`config.mk`:
```
export PLATFORM = sky130hd
export DESIGN_NAME = rst_seq_mgr
export DESIGN_NICKNAME = d
export VERILOG_FILES = /design/src/rtl/rst_seq_pkg.sv /design/src/rtl/rst_seq_mgr_sync_bit.sv /design/src/rtl/rst_seq_mgr.sv
export SDC_FILE = /design/constraint.sdc
export NUM_CORES = 1
export LEC_CHECK = 0
export BUFFER_PORTS_ARGS = -buffer_cell sky130_fd_sc_hd__buf_4
export CAP_MARGIN = 0
export CORE_MARGIN = 2
export CORE_UTILIZATION = 60
export CTS_CLUSTER_DIAMETER = 150
export DETAILED_ROUTE_END_ITERATION = 10
export PLACE_DENSITY = 0.85
export SLEW_MARGIN = 0
export SYNTH_ARGS = -nofsm -noshare
export SYNTH_HDL_FRONTEND = slang
export SYNTH_SLANG_ARGS = --single-unit
```
`constraint.sdc`:
```
create_clock -name clk -period 3.9 [get_ports clk]
set_input_delay 0.195 -clock clk [delete_from_list [all_inputs] [get_ports clk]]
set_output_delay 0.195 -clock clk [all_outputs]
set_load 0.005 [all_outputs]
```
`src/rtl/rst_seq_pkg.sv`:
```
// Shared types and helpers for the reset sequencer.
// Holds the FSM state encoding, the statistics width and the counter sizing function.
package rst_seq_pkg;

    typedef enum logic [2:0] {
        WAIT_LOCK = 3'd0,
        FILTER    = 3'd1,
        RELEASE   = 3'd2,
        RUN       = 3'd3,
        HOLD      = 3'd4
    } state_t;

    localparam int LOSS_CNT_W = 8;

    // One spare bit above the largest terminal count so the counter never wraps.
    function automatic int cnt_width(input int a, input int b, input int c);
        int m;
        m = a;
        if (b > m) m = b;
        if (c > m) m = c;
        return $clog2(m) + 1;
    endfunction

endpackage

```
`src/rtl/rst_seq_mgr_sync_bit.sv`:
```
// Multi-stage single-bit synchroniser with asynchronous active-high reset to 0.
// Ports: clk_i clock, rst_i async reset, d_i async input, q_o synchronised output.
module sync_bit #(
    parameter int STAGES = 2
) (
    input  logic clk_i,
    input  logic rst_i,
    input  logic d_i,
    output logic q_o
);

    logic [STAGES-1:0] ff_q;

    always_ff @(posedge clk_i or posedge rst_i) begin
        if (rst_i) begin
            ff_q <= '0;
        end else begin
            ff_q <= {ff_q[STAGES-2:0], d_i};
        end
    end

    assign q_o = ff_q[STAGES-1];

endmodule

```
`src/rtl/rst_seq_mgr.sv`:
```
// Reset sequencer: filters PLL lock, releases domain resets in staggered order,
// re-asserts all of them on lock loss or soft request, and tracks lock-loss statistics.
// Ports: clk, rst (async high), pll_lock (async), soft_rst_req, clr_sticky,
//        rst_n_out[N], all_ready, state_o, lock_lost_sticky, lock_loss_cnt.
module rst_seq_mgr
    import rst_seq_pkg::*;
#(
    parameter int NUM_DOMAINS        = 4,
    parameter int SYNC_STAGES        = 2,
    parameter int LOCK_FILTER_CYCLES = 16,
    parameter int STAGGER_CYCLES     = 8,
    parameter int HOLD_CYCLES        = 32
) (
    input  logic                   clk,
    input  logic                   rst,
    input  logic                   pll_lock,
    input  logic                   soft_rst_req,
    input  logic                   clr_sticky,
    output logic [NUM_DOMAINS-1:0] rst_n_out,
    output logic                   all_ready,
    output logic [2:0]             state_o,
    output logic                   lock_lost_sticky,
    output logic [LOSS_CNT_W-1:0]  lock_loss_cnt
);

    localparam int CNT_W = cnt_width(LOCK_FILTER_CYCLES, STAGGER_CYCLES, HOLD_CYCLES);
    localparam int IDX_W = (NUM_DOMAINS > 1) ? $clog2(NUM_DOMAINS) : 1;

    localparam logic [CNT_W-1:0] FILT_LAST = CNT_W'(LOCK_FILTER_CYCLES - 1);
    localparam logic [CNT_W-1:0] STAG_LAST = CNT_W'(STAGGER_CYCLES - 1);
    localparam logic [CNT_W-1:0] HOLD_LAST = CNT_W'(HOLD_CYCLES - 1);
    localparam logic [IDX_W-1:0] IDX_LAST  = IDX_W'(NUM_DOMAINS - 1);

    state_t             state_q;
    logic [CNT_W-1:0]   cnt_q;
    logic [IDX_W-1:0]   idx_q;
    logic               lock_s;
    logic               active;
    logic               lock_loss;
    logic               fault;

    sync_bit #(
        .STAGES (SYNC_STAGES)
    ) u_lock_sync (
        .clk_i (clk),
        .rst_i (rst),
        .d_i   (pll_lock),
        .q_o   (lock_s)
    );

    // Faults are only honoured once domains may be out of reset.
    always_comb begin
        active    = (state_q == RELEASE) || (state_q == RUN);
        lock_loss = active && !lock_s;
        fault     = active && (!lock_s || soft_rst_req);
    end

    always_ff @(posedge clk or posedge rst) begin
        if (rst) begin
            state_q          <= WAIT_LOCK;
            cnt_q            <= '0;
            idx_q            <= '0;
            rst_n_out        <= '0;
            all_ready        <= 1'b0;
            lock_lost_sticky <= 1'b0;
            lock_loss_cnt    <= '0;
        end else begin
            // A loss in the same cycle as a clear keeps the flag set.
            if (lock_loss) begin
                lock_lost_sticky <= 1'b1;
                if (lock_loss_cnt != '1) begin
                    lock_loss_cnt <= lock_loss_cnt + 1'b1;
                end
            end else if (clr_sticky) begin
                lock_lost_sticky <= 1'b0;
            end

            if (fault) begin
                rst_n_out <= '0;
                all_ready <= 1'b0;
                cnt_q     <= '0;
                state_q   <= HOLD;
            end else begin
                unique case (state_q)
                    WAIT_LOCK: begin
                        if (lock_s) begin
                            cnt_q   <= '0;
                            state_q <= FILTER;
                        end
                    end
                    FILTER: begin
                        if (!lock_s) begin
                            state_q <= WAIT_LOCK;
                        end else if (cnt_q == FILT_LAST) begin
                            cnt_q   <= '0;
                            idx_q   <= '0;
                            state_q <= RELEASE;
                        end else begin
                            cnt_q <= cnt_q + 1'b1;
                        end
                    end
                    RELEASE: begin
                        if (cnt_q == STAG_LAST) begin
                            rst_n_out[idx_q] <= 1'b1;
                            cnt_q            <= '0;
                            idx_q            <= idx_q + 1'b1;
                            if (idx_q == IDX_LAST) begin
                                all_ready <= 1'b1;
                                state_q   <= RUN;
                            end
                        end else begin
                            cnt_q <= cnt_q + 1'b1;
                        end
                    end
                    RUN: begin
                    end
                    HOLD: begin
                        if (cnt_q == HOLD_LAST) begin
                            cnt_q   <= '0;
                            state_q <= WAIT_LOCK;
                        end else begin
                            cnt_q <= cnt_q + 1'b1;
                        end
                    end
                    default: begin
                        state_q <= WAIT_LOCK;
                    end
                endcase
            end
        end
    end

    assign state_o = state_q;

endmodule

```
==> results of run 1 <==
==> metrics by stage <==
stage	cell area (µm²)	hold WS [ns]	setup slack, ns	util (%)	cells
detailed placement	1637	0.3067	1.960	72.59	188
finish	1677	0.04696	1.946	74.36	193
global placement	1637	0.3043	2.013	72.59	188
CTS	1677	0.04445	1.928	74.36	193
global route	1677	0.03486	1.777	74.36	193
floorplan	1469	0.2264	2.142	-	144
==> power breakdown <==
part | switching [µW] | leakage (µW) | internal, µW
logic | 164 | 0.000423 | 134
registers | 68.9 | 0.000357 | 313
clock network | 82.1 | 0.0000139 | 39.1
==> what timing repair did <==
item | 4_1_cts | 5_1_grt
endpoints found under the setup margin | 0 | 0
gates resized for setup | 0 | 0
endpoints found under the hold margin | 1 | 0
hold buffers | 1 | 0
==> layer usage <==
| metal | vias to the layer above | global-route usage (%) |
|---|---|---|
| li1 | 554 | - |
| met1 | 559 | 32.54 |
| met2 | 29 | 36.83 |
| met3 | 2 | 3.390 |
| met4 | 0 | 7.265 |
| met5 | - | 0 |
==> critical path: cells and delay by family, from the launching register on <==
family | cells | cell delay (ns)
and+or+nand+nor | 3 | 0.59
muxes | 1 | 0.23
AOI/OAI and AO/OA | 1 | 0.33
DFF | 1 | 0.42
adders and majority gates | 1 | 0.27
==> final cells by class <==
type,instances,area [µm²],share of cell area [%]
flip-flops and latches,27,675.6,40.30
well taps,28,35.03,2.090
multi-input cells,103,734.5,43.81
inverters,9,33.78,2.015
clock buffers,3,22.52,1.343
repair buffers,22,167.7,10.00
clock inverters,1,7.507,0.4478
==> flip-flops by register name (all words and copies together), names as in the netlist <==
signal	flops
lock_loss_cnt	8
u_lock_sync.ff_q	2
cnt_q	6
all_ready	1
state_o	3
idx_q	2
rst_n_out	4
lock_lost_sticky	1
==> cell usage in the layout, fill, tap and decap left out, drive strengths merged, types with 2 or more instances in the layout <==
cell / instances
nand2b: 3
xor2: 2
nand4: 3
nand3: 6
o211ai: 2
or3: 4
ha: 6
o21a: 2
dfrtp: 27
a21oi: 8
nor3: 2
nand2: 10
buf: 21
inv: 9
nor2: 10
and2: 3
o21ai: 12
clkbuf: 3
xnor2: 5
==> logic make-up (layout without fill, tap and decap cells) <==
logic type	after synthesis	count (layout)
AOI/OAI and AO/OA	34	34
DFF	27	27
muxes	2	2
and+or+nand+nor	54	54
adders and majority gates	6	6
xor gates and xnor gates	7	7
buffers and inverters	14	35
==> worst max-delay path by stage <==
stage / slack [ns] / endpoint / start / depth (start not counted)
after global placement: 2.01 / lock_loss_cnt[5]$_DFFE_PP0P_ / lock_loss_cnt[0]$_DFFE_PP0P_ / 6
after global routing: 1.78 / idx_q[0]$_DFFE_PP0P_ / state_o[2]$_DFFE_PP0P_ / 5
after detailed placement: 1.96 / state_o[0]$_DFFE_PP0P_ / cnt_q[0]$_DFFE_PP0P_ / 6
after floorplan: 2.14 / lock_loss_cnt[5]$_DFFE_PP0P_ / lock_loss_cnt[0]$_DFFE_PP0P_ / 6
after CTS: 1.93 / state_o[0]$_DFFE_PP0P_ / cnt_q[0]$_DFFE_PP0P_ / 6
final: 1.95 / state_o[0]$_DFFE_PP0P_ / cnt_q[0]$_DFFE_PP0P_ / 6
==> impl_metrics.csv, run 1 <==
group,metric,value,unit
worst_setup_path,reg2reg_depth,6,
worst_setup_path,crit_path_cell_trace,"ha_1 -> nand3_1 -> o311ai_2 -> nor4b_2 -> mux2i_1 -> nor2_1",
worst_setup_path,r2r_end,"state_o[0]$_DFFE_PP0P_",
worst_setup_path,arrival,2.16,ns
sta,rsz0062_at_grt,"no",
drt,wl_met2,1418,µm
sta,fin_skew,0.001744,ns
layout,drive_above_1_share,20.61,%
job,cap_violations,0,
yosys,synthSimpleGateAreaFrac,22.66,%
die,ios,22,
yosys,synth_top_family_by_area,"simple AND/OR/NAND/NOR gates",
grt,overflow,0,
worst_setup_path,criticalPathCategory,"flip-flop to flip-flop",
yosys,synth_compound_area_share,16.61,%
die,rows,17,
die,die_area,2860,µm²
yosys,syn_inst,144,
yosys,ys_types,45,
sta,fin_crit_sh,50.11,%
min_path,min_from,"clr_sticky",
clock_tree,cts_tree,"done",
power_and_ir_drop,p_total,801.0,µW
layout,syn_to_final_growth,14.14,%
yosys,async_flop_share,100.0,%
yosys,synth.area.mux_share,1.448,%
layout,fillers,179,
drt,wirelength,2830,µm
drt,dr_wl_met3,124,µm
clock_tree,clk-insertion-delay-late,0.32,ns
min_path,hp-class,"input port to flip-flop",
grt,track_usage,23.21,%
place,port_buffers,21,
grt,grt_max_degree,28,
die,die_x,53.48,µm
yosys,synth_area,1469,µm²
yosys,synthTopCellsByArea,"dfrtp_1 (46%), ha_1 (5.1%), xnor2_1 (3.0%)",
drt,vias,1144,
die,die_h,53.48,µm
drt,ant_nets,0,
sta,drv_slew,0,
yosys,ys_ff_latch,27,
power_and_ir_drop,p_leak,0.0007938,µW
yosys,yosysWarnings,0,
sta,max_freq,511.7,MHz
yosys,synth_xor_area_share,4.174,%
drt,drt-initial-drc-count,24,
clock_tree,root_buffer,"clkbuf_4",
yosys,synth.avg_cell_area,10.20,µm²
yosys,synth_fp_nets,155,
yosys,synth_adder_area_share,5.111,%
min_path,min_path_cells,2,
place,hpwl,2029,µm
die,core_area,2255,µm²
run_status,outcome,"complete, no violations",
clock_tree,cts_inserted_buffers,3,
die,start_util,65.15,%
yosys,netlist_top_cells_count,"dfrtp_1 (27), nand2_1 (10), nor2_1 (10)",
worst_setup_path,required,4.10,ns
sta,tightest_slew,0.9739,ns
worst_setup_path,start_kind,"flip-flop",
drt,remaining_drc_errors,0,
grt,grt_pass1_wl,4685,µm
worst_setup_path,critPathCaptureType,"flip-flop",
worst_setup_path,slowest_delay,0.42,ns
power_and_ir_drop,ir_worst_vdd,0.3277,mV
drt,wl_per_cell,14.66,µm
clock_tree,clkSinkCount,27,
layout,finalNetCount,177,
clock_tree,clockBufferDepth,2,
sta,min_period,1.954,ns
sta,fin_tns_setup,0,ns
layout,antenna_cells,0,
sta,maxSlewHeadroom,35.00,%
power_and_ir_drop,powerDensity,477.7,nW/µm²
worst_setup_path,timing.rr.start,"cnt_q[0]$_DFFE_PP0P_",
sta,final_hold_viol_count,0,
grt,grt_pass1_vias,1052,
yosys,ys_seq_area_share,46.00,%
drt,maxUsedRoutingLayer,"met4",
drt,drtPass1Iterations,4,
worst_setup_path,cp_slowest_cell,"dfrtp_1",
sta,finalSetupViolations,0,
place,gp_congestion,0.8819,
yosys,yosysMostFrequentCell,"dfrtp_1",
worst_setup_path,reg2reg_slack,1.95,ns
drt,wirelength_met1,1271,µm
yosys,synthFlopType,"dfrtp_1",
grt,antenna_found_initial,0,
clock_tree,htree_levels,1,
yosys,synth_top_area_share,46.00,%
worst_setup_path,cp_max_fo,5,
min_path,min_to,"lock_lost_sticky$_DFFE_PP0P_",
drt,viasPerCell,5.927,
yosys,synth_edf_count,0,
yosys,synth_largest_area_cell,"dfrtp_1",
clock_tree,postCtsSetupRepairBufs,0,
clock_tree,clk_pin_slew_worst_paths,0.15,ns
No activity file was read; power rests on OpenSTA's default activity.
==> run 2: changes to the inputs <==
--- a/config.mk
+++ b/config.mk
@@ -5,13 +5,14 @@
 export SDC_FILE = /design/constraint.sdc
 export NUM_CORES = 1
 export LEC_CHECK = 0
+export ABC_AREA = 1
 export BUFFER_PORTS_ARGS = -buffer_cell sky130_fd_sc_hd__buf_4
 export CAP_MARGIN = 0
 export CORE_MARGIN = 2
-export CORE_UTILIZATION = 60
+export CORE_UTILIZATION = 56
 export CTS_CLUSTER_DIAMETER = 150
 export DETAILED_ROUTE_END_ITERATION = 10
-export PLACE_DENSITY = 0.85
+export PLACE_DENSITY = 0.8
 export SLEW_MARGIN = 0
 export SYNTH_ARGS = -nofsm -noshare
 export SYNTH_HDL_FRONTEND = slang
==> constraint.sdc (replaced) <==
create_clock -name clk -period 2 [get_ports clk]
set_input_delay 0.1 -clock clk [delete_from_list [all_inputs] [get_ports clk]]
set_output_delay 0.1 -clock clk [all_outputs]
set_load 0.005 [all_outputs]
==> run 2 against run 1 <==
Critical path depth up 2. Die area up 15%. Total power up 150%. Core utilization down 6.1 points. Synthesized area up 9.0%. Largest cell class unchanged. Design area up 11%. Worst hold slack better by 0.18 ns. Non-clock buffer count up 3. Flip-flop and latch count unchanged. First-iteration DRC count up 67%. Clock power up 110%. Sequential power up 110%.
==> impl_metrics.csv, run 2 <==
group,metric,value,unit
layout,drive_above_1_share,18.30,%
clock_tree,cts.repair.resized,0,
die,die_x,57.48,µm
yosys,synthTopCellsByArea,"dfrtp_1 (42%), nand2_1 (14%), inv_1 (7.3%)",
place,port_buffers,21,
sta,drv_slew,0,
clock_tree,cts_inserted_buffers,3,
worst_setup_path,start_kind,"flip-flop",
yosys,netlist_top_cells_count,"nand2_1 (60), inv_1 (31), dfrtp_1 (27)",
clock_tree,htree_levels,1,
worst_setup_path,critPathCaptureType,"flip-flop",
sta,min_period,1.555,ns
yosys,synth_area,1602,µm²
sta,finalSetupViolations,0,
grt,antenna_found_initial,0,
layout,multi_input_area,778.2,µm²
run_status,outcome,"complete, no violations",
min_path,hp-class,"input port to flip-flop",
die,start_util,58.58,%
clock_tree,cts_tree,"done",
yosys,synth_fp_nets,217,
clock_tree,clkSinkCount,27,
power_and_ir_drop,pwr-share-clk,12.6,%
layout,syn_to_final_growth,16.48,%
drt,vias,1376,
yosys,synthFlopType,"dfrtp_1",
grt,grt_pass1_wl,5237,µm
power_and_ir_drop,switching_share,44.75,%
yosys,ys_ff_latch,27,
place,hpwl,2274,µm
drt,drtPass1Iterations,5,
clock_tree,clk-insertion-delay-late,0.33,ns
layout,regArea,675.6,µm²
yosys,synth_largest_area_cell,"dfrtp_1",
power_and_ir_drop,ir_worst_vdd,0.7903,mV
place,gp_congestion,0.9486,
drt,ant_nets,0,
power_and_ir_drop,p_sw,884.7,µW
worst_setup_path,cp_max_fo,4,
clock_tree,clockBufferDepth,2,
layout,antenna_cells,0,
clock_tree,clk_pin_slew_worst_paths,0.15,ns
yosys,synth.avg_cell_area,7.774,µm²
grt,track_usage,20.17,%
layout,fillers,241,
yosys,yosysWarnings,0,
grt,overflow,0,
die,die_h,57.48,µm
grt,grt_max_degree,28,
layout,final_common_cell,"nand2_1",
clock_tree,root_buffer,"clkbuf_4",
sta,fin_skew,0.004187,ns
sta,final_hold_viol_count,0,
place,dpl.cell_count,259,
worst_setup_path,arrival,1.80,ns
yosys,async_flop_share,100.0,%
yosys,syn_inst,206,
sta,max_freq,643.1,MHz
layout,finalNetCount,247,
sta,fin_crit_sh,77.75,%
die,ios,22,
layout,final_cells,266,
clock_tree,holdBufCountCts,3,
sta,maxSlewHeadroom,77.85,%
drt,remaining_drc_errors,0,
power_and_ir_drop,seqPwrFrac,40.6,%
layout,layout_common_cells,"nand2_1 (60), inv_1 (31), dfrtp_1 (27)",
yosys,yosysMostFrequentCell,"nand2_1",
sta,rsz0062_at_grt,"no",
power_and_ir_drop,powerDensity,1060,nW/µm²
worst_setup_path,required,2.25,ns
job,cap_violations,0,
layout,largest_register_ffs,8,
power_and_ir_drop,power_frac_comb,46.8,%
yosys,ys_seq_area_share,42.19,%
die,die_area,3303,µm²
layout,finish.instance_area,1866,µm²
drt,wirelength,3096,µm
sta,fin_tns_setup,0,ns
yosys,synth_top_area_share,42.19,%
place,place_area,1805,µm²
clock_tree,postCtsSetupRepairBufs,0,
grt,grt_pass1_vias,1212,
sta,tightest_slew,0.3322,ns
drt,wl_per_cell,11.64,µm
worst_setup_path,criticalPathCategory,"flip-flop to flip-flop",
yosys,synth_edf_count,0,
yosys,ys_types,27,
power_and_ir_drop,p_int,1092,µW
layout,largest-register,"lock_loss_cnt",
drt,drt-initial-drc-count,40,
power_and_ir_drop,p_leak,0.001007,µW
die,rows,19,
drt,viasPerCell,5.173,
layout,top_regs,"lock_loss_cnt (8), cnt_q (6), rst_n_out (4)",
die,core_area,2734,µm²
## run 2: final timing paths
| kind | start | end | slack [ns] | cells after the start |
|---|---|---|---|---|
| max in group asynchronous | rst | u_lock_sync.ff_q[0]$_DFF_PP0_ | 1.39 | 4 |
| worst max register to register | cnt_q[0]$_DFFE_PP0P_ | cnt_q[3]$_DFFE_PP0P_ | 0.45 | 8 |
| min in group asynchronous | rst | all_ready$_DFFE_PP0P_ | 0.36 | 4 |
| worst min-delay path | soft_rst_req | state_o[2]$_DFFE_PP0P_ | 0.22 | 5 |
| worst max-delay path | cnt_q[0]$_DFFE_PP0P_ | cnt_q[3]$_DFFE_PP0P_ | 0.45 | 8 |
| worst min register to register | u_lock_sync.ff_q[0]$_DFF_PP0_ | u_lock_sync.ff_q[1]$_DFF_PP0_ | 0.37 | 0 |
## run 2: cell families (layout without fill, tap and decap cells)
logic type / Yosys count / in the layout / share of synthesized area (%)
AOI/OAI and AO/OA: 21 / 21 / 7.813
xor gates and xnor gates: 8 / 8 / 4.375
adders and majority gates: 6 / 6 / 4.687
buffers and inverters: 38 / 67 / 9.218
DFF: 27 / 27 / 42.19
and+or+nand+nor: 106 / 106 / 31.72
## run 2: routing by layer
| metal | up-vias | global-route usage, % | part of all wire [%] | wire length, µm |
|---|---|---|---|---|
| li1 | 713 | - | - | - |
| met1 | 633 | 26.77 | 46 | 1433 |
| met2 | 23 | 33.44 | 48 | 1483 |
| met3 | 7 | 2.494 | 3.7 | 114 |
| met4 | 0 | 7.973 | 2.1 | 65 |
| met5 | - | 0 | 0 | 0 |
## run 2: power by group through the flow
stage | Sequential, µW | Combinational [µW] | Clock [µW]
3_3_place_gp | 807 | 904 | 0
6_report | 803 | 925 | 249
2_1_floorplan | 793 | 668 | 0
3_5_place_dp | 813 | 920 | 0
5_1_grt | 822 | 1060 | 270
4_1_cts | 801 | 930 | 256
## run 2: worst max-delay path, stage by stage (launching register included)
cell	delay [ns]
dfrtp_1	0.42
ha_1	0.22
nand2_1	0.08
nor2_1	0.12
nand2_1	0.10
nand2_1	0.11
nand3_1	0.16
a21oi_1	0.19
nor2_1	0.06
## run 2: area by class of cell
type / instances / area share (%)
multi-input cells: 141 / 41.72
inverters: 38 / 7.914
repair buffers: 25 / 10.46
clock inverters: 1 / 0.4024
flip-flops and latches: 27 / 36.22
well taps: 31 / 2.079
clock buffers: 3 / 1.207
## run 2: stage by stage
step / utilization, % / worst slack [ns] / hold WS (ns) / power, µW
detailed placement: 66.04 / 0.4789 / 0.1792 / 1733
finish: 68.24 / 0.4451 / 0.2244 / 1977
floorplan: - / 0.6394 / 0.1314 / 1460
CTS: 68.24 / 0.4470 / 0.2042 / 1987
global route: 68.24 / 0.2151 / 0.2499 / 2151
global placement: 66.04 / 0.5310 / 0.1798 / 1712
